==> src/rtl/fp_add_sub.sv <==
// Seven-stage pipelined IEEE-754 binary32 adder/subtractor (RNE, flush-to-zero).
// Special operands bypass the datapath but travel alongside it so latency is fixed.
module fp_add_sub (
  input  logic        clock,
  input  logic        rst_n,
  input  logic        add_sub,
  input  logic [31:0] dataa,
  input  logic [31:0] datab,
  output logic [31:0] result
);

  localparam int          LATENCY = 7;
  localparam logic [31:0] QNAN    = 32'h7FC0_0000;

  logic [31:0] in_a, in_b;
  logic        in_op;

  always_ff @(posedge clock or negedge rst_n) begin
    if (!rst_n) begin
      in_a  <= '0;
      in_b  <= '0;
      in_op <= 1'b0;
    end else begin
      in_a  <= dataa;
      in_b  <= datab;
      in_op <= add_sub;
    end
  end

  // ---------------- S1: unpack, effective sign of B, classify ----------------
  logic       a_sign, b_sign;
  logic [7:0] a_exp, b_exp;
  logic       a_nan, b_nan, a_inf, b_inf, a_zero, b_zero;
  logic       byp_d;
  logic [31:0] val_d;

  always_comb begin
    a_sign = in_a[31];
    b_sign = in_b[31] ^ in_op;
    a_exp  = in_a[30:23];
    b_exp  = in_b[30:23];
    a_nan  = (a_exp == 8'hFF) && (in_a[22:0] != 23'd0);
    b_nan  = (b_exp == 8'hFF) && (in_b[22:0] != 23'd0);
    a_inf  = (a_exp == 8'hFF) && (in_a[22:0] == 23'd0);
    b_inf  = (b_exp == 8'hFF) && (in_b[22:0] == 23'd0);
    a_zero = (a_exp == 8'h00);
    b_zero = (b_exp == 8'h00);
    byp_d  = 1'b1;
    val_d  = '0;
    if (a_nan || b_nan)
      val_d = QNAN;
    else if (a_inf && b_inf)
      val_d = (a_sign == b_sign) ? {a_sign, 8'hFF, 23'd0} : QNAN;
    else if (a_inf)
      val_d = {a_sign, 8'hFF, 23'd0};
    else if (b_inf)
      val_d = {b_sign, 8'hFF, 23'd0};
    else if (a_zero && b_zero)
      val_d = {a_sign & b_sign, 31'd0};
    else if (b_zero)
      val_d = {a_sign, in_a[30:0]};
    else if (a_zero)
      val_d = {b_sign, in_b[30:0]};
    else
      byp_d = 1'b0;
  end

  // Bypass flag/value delay line, aligned so its tail meets the S7 output register
  logic [LATENCY-2:0] byp_pipe;
  logic [31:0]        val_pipe [LATENCY-1];

  always_ff @(posedge clock or negedge rst_n) begin
    if (!rst_n) begin
      byp_pipe <= '0;
      for (int i = 0; i < LATENCY - 1; i++) val_pipe[i] <= '0;
    end else begin
      byp_pipe    <= {byp_pipe[LATENCY-3:0], byp_d};
      val_pipe[0] <= val_d;
      for (int i = 1; i < LATENCY - 1; i++) val_pipe[i] <= val_pipe[i-1];
    end
  end

  logic        s1_sa, s1_sb;
  logic [7:0]  s1_ea, s1_eb;
  logic [23:0] s1_ma, s1_mb;

  always_ff @(posedge clock or negedge rst_n) begin
    if (!rst_n) begin
      s1_sa <= 1'b0;
      s1_sb <= 1'b0;
      s1_ea <= '0;
      s1_eb <= '0;
      s1_ma <= '0;
      s1_mb <= '0;
    end else begin
      s1_sa <= a_sign;
      s1_sb <= b_sign;
      s1_ea <= a_exp;
      s1_eb <= b_exp;
      s1_ma <= {1'b1, in_a[22:0]};
      s1_mb <= {1'b1, in_b[22:0]};
    end
  end

  // ---------------- S2: order operands so |X| >= |Y| ----------------
  logic a_ge;
  assign a_ge = {s1_ea, s1_ma} >= {s1_eb, s1_mb};

  logic        s2_sign, s2_sub;
  logic [7:0]  s2_exp, s2_diff;
  logic [23:0] s2_mx, s2_my;

  always_ff @(posedge clock or negedge rst_n) begin
    if (!rst_n) begin
      s2_sign <= 1'b0;
      s2_sub  <= 1'b0;
      s2_exp  <= '0;
      s2_diff <= '0;
      s2_mx   <= '0;
      s2_my   <= '0;
    end else begin
      s2_sign <= a_ge ? s1_sa : s1_sb;
      s2_sub  <= s1_sa ^ s1_sb;
      s2_exp  <= a_ge ? s1_ea : s1_eb;
      s2_diff <= a_ge ? (s1_ea - s1_eb) : (s1_eb - s1_ea);
      s2_mx   <= a_ge ? s1_ma : s1_mb;
      s2_my   <= a_ge ? s1_mb : s1_ma;
    end
  end

  // ---------------- S3: align Y, keeping guard/round/sticky ----------------
  logic [26:0] y_ext, y_sh, y_lost, y_al;

  always_comb begin
    y_ext  = {s2_my, 3'b000};
    y_sh   = y_ext >> s2_diff[4:0];
    y_lost = y_ext & ~({27{1'b1}} << s2_diff[4:0]);
    if (s2_diff >= 8'd26)
      y_al = {26'd0, 1'b1};
    else
      y_al = {y_sh[26:1], y_sh[0] | (|y_lost)};
  end

  logic        s3_sign, s3_sub;
  logic [7:0]  s3_exp;
  logic [26:0] s3_x, s3_y;

  always_ff @(posedge clock or negedge rst_n) begin
    if (!rst_n) begin
      s3_sign <= 1'b0;
      s3_sub  <= 1'b0;
      s3_exp  <= '0;
      s3_x    <= '0;
      s3_y    <= '0;
    end else begin
      s3_sign <= s2_sign;
      s3_sub  <= s2_sub;
      s3_exp  <= s2_exp;
      s3_x    <= {s2_mx, 3'b000};
      s3_y    <= y_al;
    end
  end

  // ---------------- S4: 28-bit magnitude add/subtract ----------------
  logic        s4_sign;
  logic [7:0]  s4_exp;
  logic [27:0] s4_sum;

  always_ff @(posedge clock or negedge rst_n) begin
    if (!rst_n) begin
      s4_sign <= 1'b0;
      s4_exp  <= '0;
      s4_sum  <= '0;
    end else begin
      s4_sign <= s3_sign;
      s4_exp  <= s3_exp;
      s4_sum  <= s3_sub ? ({1'b0, s3_x} - {1'b0, s3_y})
                        : ({1'b0, s3_x} + {1'b0, s3_y});
    end
  end

  // ---------------- S5: leading-zero count and carry detect ----------------
  logic [4:0] lzc_d;
  logic       found;

  always_comb begin
    lzc_d = 5'd0;
    found = 1'b0;
    for (int i = 26; i >= 0; i--) begin
      if (!found) begin
        if (s4_sum[i]) found = 1'b1;
        else           lzc_d = lzc_d + 5'd1;
      end
    end
  end

  logic        s5_sign, s5_carry, s5_zero;
  logic [7:0]  s5_exp;
  logic [4:0]  s5_lzc;
  logic [27:0] s5_sum;

  always_ff @(posedge clock or negedge rst_n) begin
    if (!rst_n) begin
      s5_sign  <= 1'b0;
      s5_carry <= 1'b0;
      s5_zero  <= 1'b0;
      s5_exp   <= '0;
      s5_lzc   <= '0;
      s5_sum   <= '0;
    end else begin
      s5_sign  <= s4_sign;
      s5_carry <= s4_sum[27];
      s5_zero  <= (s4_sum == 28'd0);
      s5_exp   <= s4_exp;
      s5_lzc   <= lzc_d;
      s5_sum   <= s4_sum;
    end
  end

  // ---------------- S6: normalize and adjust exponent ----------------
  logic        s6_sign, s6_zero;
  logic [26:0] s6_norm;
  logic signed [9:0] s6_exp;

  always_ff @(posedge clock or negedge rst_n) begin
    if (!rst_n) begin
      s6_sign <= 1'b0;
      s6_zero <= 1'b0;
      s6_norm <= '0;
      s6_exp  <= '0;
    end else begin
      s6_sign <= s5_sign;
      s6_zero <= s5_zero;
      if (s5_carry) begin
        s6_norm <= {s5_sum[27:2], s5_sum[1] | s5_sum[0]};
        s6_exp  <= $signed({2'b00, s5_exp}) + 10'sd1;
      end else begin
        s6_norm <= s5_sum[26:0] << s5_lzc;
        s6_exp  <= $signed({2'b00, s5_exp}) - $signed({5'd0, s5_lzc});
      end
    end
  end

  // ---------------- S7: round to nearest even, range check, pack ----------------
  logic              round_up;
  logic [24:0]       rnd;
  logic signed [9:0] e7;
  logic [22:0]       frac7;
  logic [31:0]       packed_d;

  always_comb begin
    round_up = s6_norm[2] & (s6_norm[1] | s6_norm[0] | s6_norm[3]);
    rnd      = {1'b0, s6_norm[26:3]} + {24'd0, round_up};
    e7       = s6_exp + $signed({9'd0, rnd[24]});
    frac7    = rnd[24] ? rnd[23:1] : rnd[22:0];
    if (s6_zero)
      packed_d = 32'h0000_0000;
    else if (e7 <= 10'sd0)
      packed_d = {s6_sign, 31'd0};
    else if (e7 >= 10'sd255)
      packed_d = {s6_sign, 8'hFF, 23'd0};
    else
      packed_d = {s6_sign, e7[7:0], frac7};
  end

  always_ff @(posedge clock or negedge rst_n) begin
    if (!rst_n)
      result <= '0;
    else
      result <= byp_pipe[LATENCY-2] ? val_pipe[LATENCY-2] : packed_d;
  end

endmodule

==> config.mk <==
export PLATFORM = sky130hd
export DESIGN_NAME = fp_add_sub
export DESIGN_NICKNAME = d
export VERILOG_FILES = /design/src/rtl/fp_add_sub.sv
export SDC_FILE = /design/constraint.sdc
export NUM_CORES = 1
export LEC_CHECK = 0
export ABC_AREA = 0
export CORE_MARGIN = 1.5
export CORE_UTILIZATION = 50
export CTS_CLUSTER_SIZE = 40
export DETAILED_ROUTE_END_ITERATION = 10
export GPL_TIMING_DRIVEN = 0
export PLACE_DENSITY = 0.67
export SYNTH_ARGS = -nofsm -noshare
export SYNTH_HDL_FRONTEND = slang
export SYNTH_SLANG_ARGS = --single-unit
==> constraint.sdc <==
create_clock -name clock -period 27.1 [get_ports clock]
set_clock_uncertainty 0.2 [all_clocks]
set_input_delay 5.42 -clock clock [delete_from_list [all_inputs] [get_ports clock]]
set_output_delay 5.42 -clock clock [all_outputs]
set_load 0.1 [all_outputs]
==> impl_metrics.py <==
metrics = {
    "worst_setup_path": {
        "cp_common_cell": "ha_1",
        "required_ns": 27.37,
        "critPathLaunch": "s4_sum[24]$_DFF_PN0_",
        "r2r_start": "s4_sum[24]$_DFF_PN0_",
        "worstSetupPathType": "reg2reg",
        "rr_worst_depth": 57,
        "worst-path-buf-inv": 2,
        "cpMaxStageDelayCell": "ha_1",
        "crit_fanout": 9,
        "rr_endpoint": "s5_lzc[2]$_DFF_PN0_",
        "setup.worst_path.end": "s5_lzc[2]$_DFF_PN0_",
        "cp.arrival_ns": 12.24,
        "cp-start-kind": "flip-flop",
        "path_depth": 57,
        "end_kind": "flip-flop",
        "r2r_slack_ns": 15.13,
        "slowest_delay_ns": 0.45,
        "path_delay_family": "compound AO/OA/AOI/OAI gates",
    },
    "power_and_ir_drop": {
        "power.density_nw_per_um2": 97.4,
        "p_leak_nw": 14.0,
        "vdd_drop_max_v": 0.0000850,
    },
    "yosys": {
        "synth_edf_count": 0,
        "synthTopCellsByArea": "dfrtp_1 56%, ha_1 5.6%, nor2_1 3.0%",
        "ys_ff_latch": 605,
        "syn_nets": 2599,
        "synth_top_area_share_pct": 56.4,
        "syn_area_per_cell_um2": 11.1,
        "yosys_warnings": 0,
        "synthTopCellsByCount": "605 x dfrtp_1, 212 x nor2_1, 205 x nand2_1",
        "synthArstFlopShare_pct": 100,
        "yosys_most_used_dff": "dfrtp_1",
        "synth_cell_type_count": 89,
        "synth_top_cell_by_area": "dfrtp_1",
        "yosysSeqAreaShare_pct": 56.4,
        "synthCells": 2407,
        "synth.most_common_cell": "dfrtp_1",
        "syn_area_um2": 26800,
    },
    "placement": {
        "dp_hpwl_um": 50100,
        "placed_cell_area_um2": 28800,
        "pre_cts_slack_ns": 15.25,
        "gp_congestion": 0.918,
        "port-buffer-count": 98,
    },
    "global_route": {
        "grt_start_max_net_pins": 137,
        "grt_use_total_pct": 25.1,
        "grt_pass1_vias": 19300,
        "grt_pass1_wl_um": 109000,
        "grt.overflow.total": 0,
        "antenna_found_initial": 2,
    },
    "floorplanning": {
        "pin_count": 99,
        "die_w_um": 235,
        "core-area_um2": 52800,
        "rows": 84,
        "start_util_pct": 50.9,
        "die_y_um": 235,
        "die_area_um2": 55100,
    },
    "cells_and_area": {
        "drive_gt1_share_pct": 7.82,
        "final_area_um2": 30900,
        "fillers": 4325,
        "syn2layout_area_growth_pct": 15.3,
        "nets": 2763,
        "fin_util_pct": 58.6,
    },
    "min_path": {
        "hp-class": "reg2reg",
    },
    "timing": {
        "fmax_mhz": 83.6,
        "fin_tns_setup_ns": 0,
        "period_needed_ns": 11.97,
        "finalHoldViolations": 0,
        "fin_crit_sh_pct": 44.2,
        "hold_ws_ns": 0.141,
        "rsz0062_at_grt": "no",
        "relSlewSlack_pct": 31.8,
        "fin_ws_ns": 15.13,
        "setup_viol": 0,
        "worst_slew_pin_slew_ns": 1.02,
        "finalMaxSlewViolations": 0,
    },
    "detailed_routing": {
        "dr.pass1.iters": 6,
        "wire_per_inst_um": 20.5,
        "routed_via_density": 5.71,
        "drt_iter0_markers": 1701,
        "ant_nets": 0,
        "vias": 18900,
        "wl_um": 67900,
        "drc_errors": 0,
    },
    "flow_run": {
        "max-cap-violations": 0,
    },
    "clock_tree": {
        "cts_buffer_depth": 3,
        "cts_resized": 0,
        "h-tree-depth": 2,
        "cts_buffers": 59,
        "root_buffer": "clkbuf_16",
        "clock_latency_ns": 0.64,
        "ctsHoldBuffers": 0,
        "postCtsSetupBuffers": 0,
        "cts.clk_slew.worst_paths_ns": 0.06,
        "cts_sinks": 605,
        "cts_tree": "yes",
    },
    "outcome": {
        "status": "finished clean",
    },
}
-- final cells by class --
type	instances	area, um^2	share of cell area, %
Sequential cell	605	15100	48.9
Multi-Input combinational cell	1569	10800	34.9
Clock inverter	35	494	1.60
Antenna cell	3	7.51	0.0243
Buffer	101	399	1.29
Clock buffer	76	1620	5.24
Tap cell	688	861	2.78
Timing Repair Buffer	103	1120	3.63
Inverter	132	495	1.60
-- per-layer routing --
| metal | vias up | wire length, um | GRT usage [%] |
|---|---|---|---|
| met5 | - | 12 | 0 |
| met4 | 2 | 2860 | 10.3 |
| met3 | 159 | 3490 | 3.54 |
| met2 | 659 | 33300 | 42.7 |
| met1 | 9356 | 28300 | 32.5 |
| li1 | 8719 | - | - |
-- power breakdown --
| group | leakage (nW) | internal (mW) | switching (mW) |
|---|---|---|---|
| Combinational | 5.40 | 0.352 | 0.638 |
| Sequential | 7.62 | 1.03 | 0.129 |
| Clock | 1.02 | 0.506 | 0.361 |
| Total | 14.0 | 1.89 | 1.13 |
-- cell families (layout without fill, tap and decap cells) --
group	count (synthesis)	in the layout	share of synthesized area, %
AOI/OAI and AO/OA	523	523	12.5
DFF	605	605	56.4
muxes	117	117	5.62
buffers and inverters	233	447	3.33
other	1	4	0.0140
xor gates and xnor gates	113	113	4.09
adders and majority gates	128	128	6.05
and+or+nand+nor	687	687	12.0
-- state kept, by name (all words and copies together) (netlist names), 10 cells and up --
signal / count
val_pipe: 192
in_a: 32
in_b: 32
result: 32
s4_sum: 28
s3_y: 27
s5_sum: 27
s6_norm: 27
s1_ma: 24
s2_mx: 24
s3_x: 24
s1_mb: 23
s2_my: 23
s6_exp: 10
-- per-stage QoR --
| stage | std cells | power [mW] |
|---|---|---|
| 2_1_floorplan | 2407 | 1.83 |
| 3_3_place_gp | 3193 | 2.13 |
| 3_5_place_dp | 3198 | 2.14 |
| 4_1_cts | 3309 | 3.02 |
| 5_1_grt | 3309 | 3.17 |
| 6_report | 3312 | 3.01 |
-- how the worst min path moves through the flow --
stage,from,to,slack (ns),depth (start not counted)
floorplan,byp_pipe[0]$_DFF_PN0_,byp_pipe[1]$_DFF_PN0_,0.13,0
global placement,val_pipe[180]$_DFF_PN0_,val_pipe[148]$_DFF_PN0_,0.13,0
detailed placement,s2_mx[20]$_DFF_PN0_,s3_x[23]$_DFF_PN0_,0.13,0
CTS,s2_exp[2]$_DFF_PN0_,s3_exp[2]$_DFF_PN0_,0.15,0
global route,s2_sign$_DFF_PN0_,s3_sign$_DFF_PN0_,0.15,0
finish,s2_sign$_DFF_PN0_,s3_sign$_DFF_PN0_,0.14,0
-- cell usage in the layout, fill, tap and decap left out, drive strengths merged, types with 17 or more instances in the layout --
cell type / synthesis / routed
a211oi: 40 / 40
a21o: 23 / 23
a21oi: 138 / 138
a22o: 28 / 28
a22oi: 29 / 29
a31oi: 18 / 18
and2: 20 / 20
and3: 24 / 24
buf: 18 / 24
clkbuf: 83 / 159
clkdlybuf4s50: 0 / 97
clkinv: 3 / 20
dfrtp: 605 / 605
ha: 121 / 121
inv: 129 / 133
mux2: 37 / 37
mux2i: 57 / 57
mux4: 23 / 23
nand2: 205 / 205
nand2b: 19 / 19
nand3: 39 / 39
nand4: 17 / 17
nor2: 213 / 213
nor2b: 35 / 35
nor3: 43 / 43
nor4: 29 / 29
o21ai: 142 / 142
xnor2: 65 / 65
xor2: 45 / 45
Power figures use the tool's default switching activity.
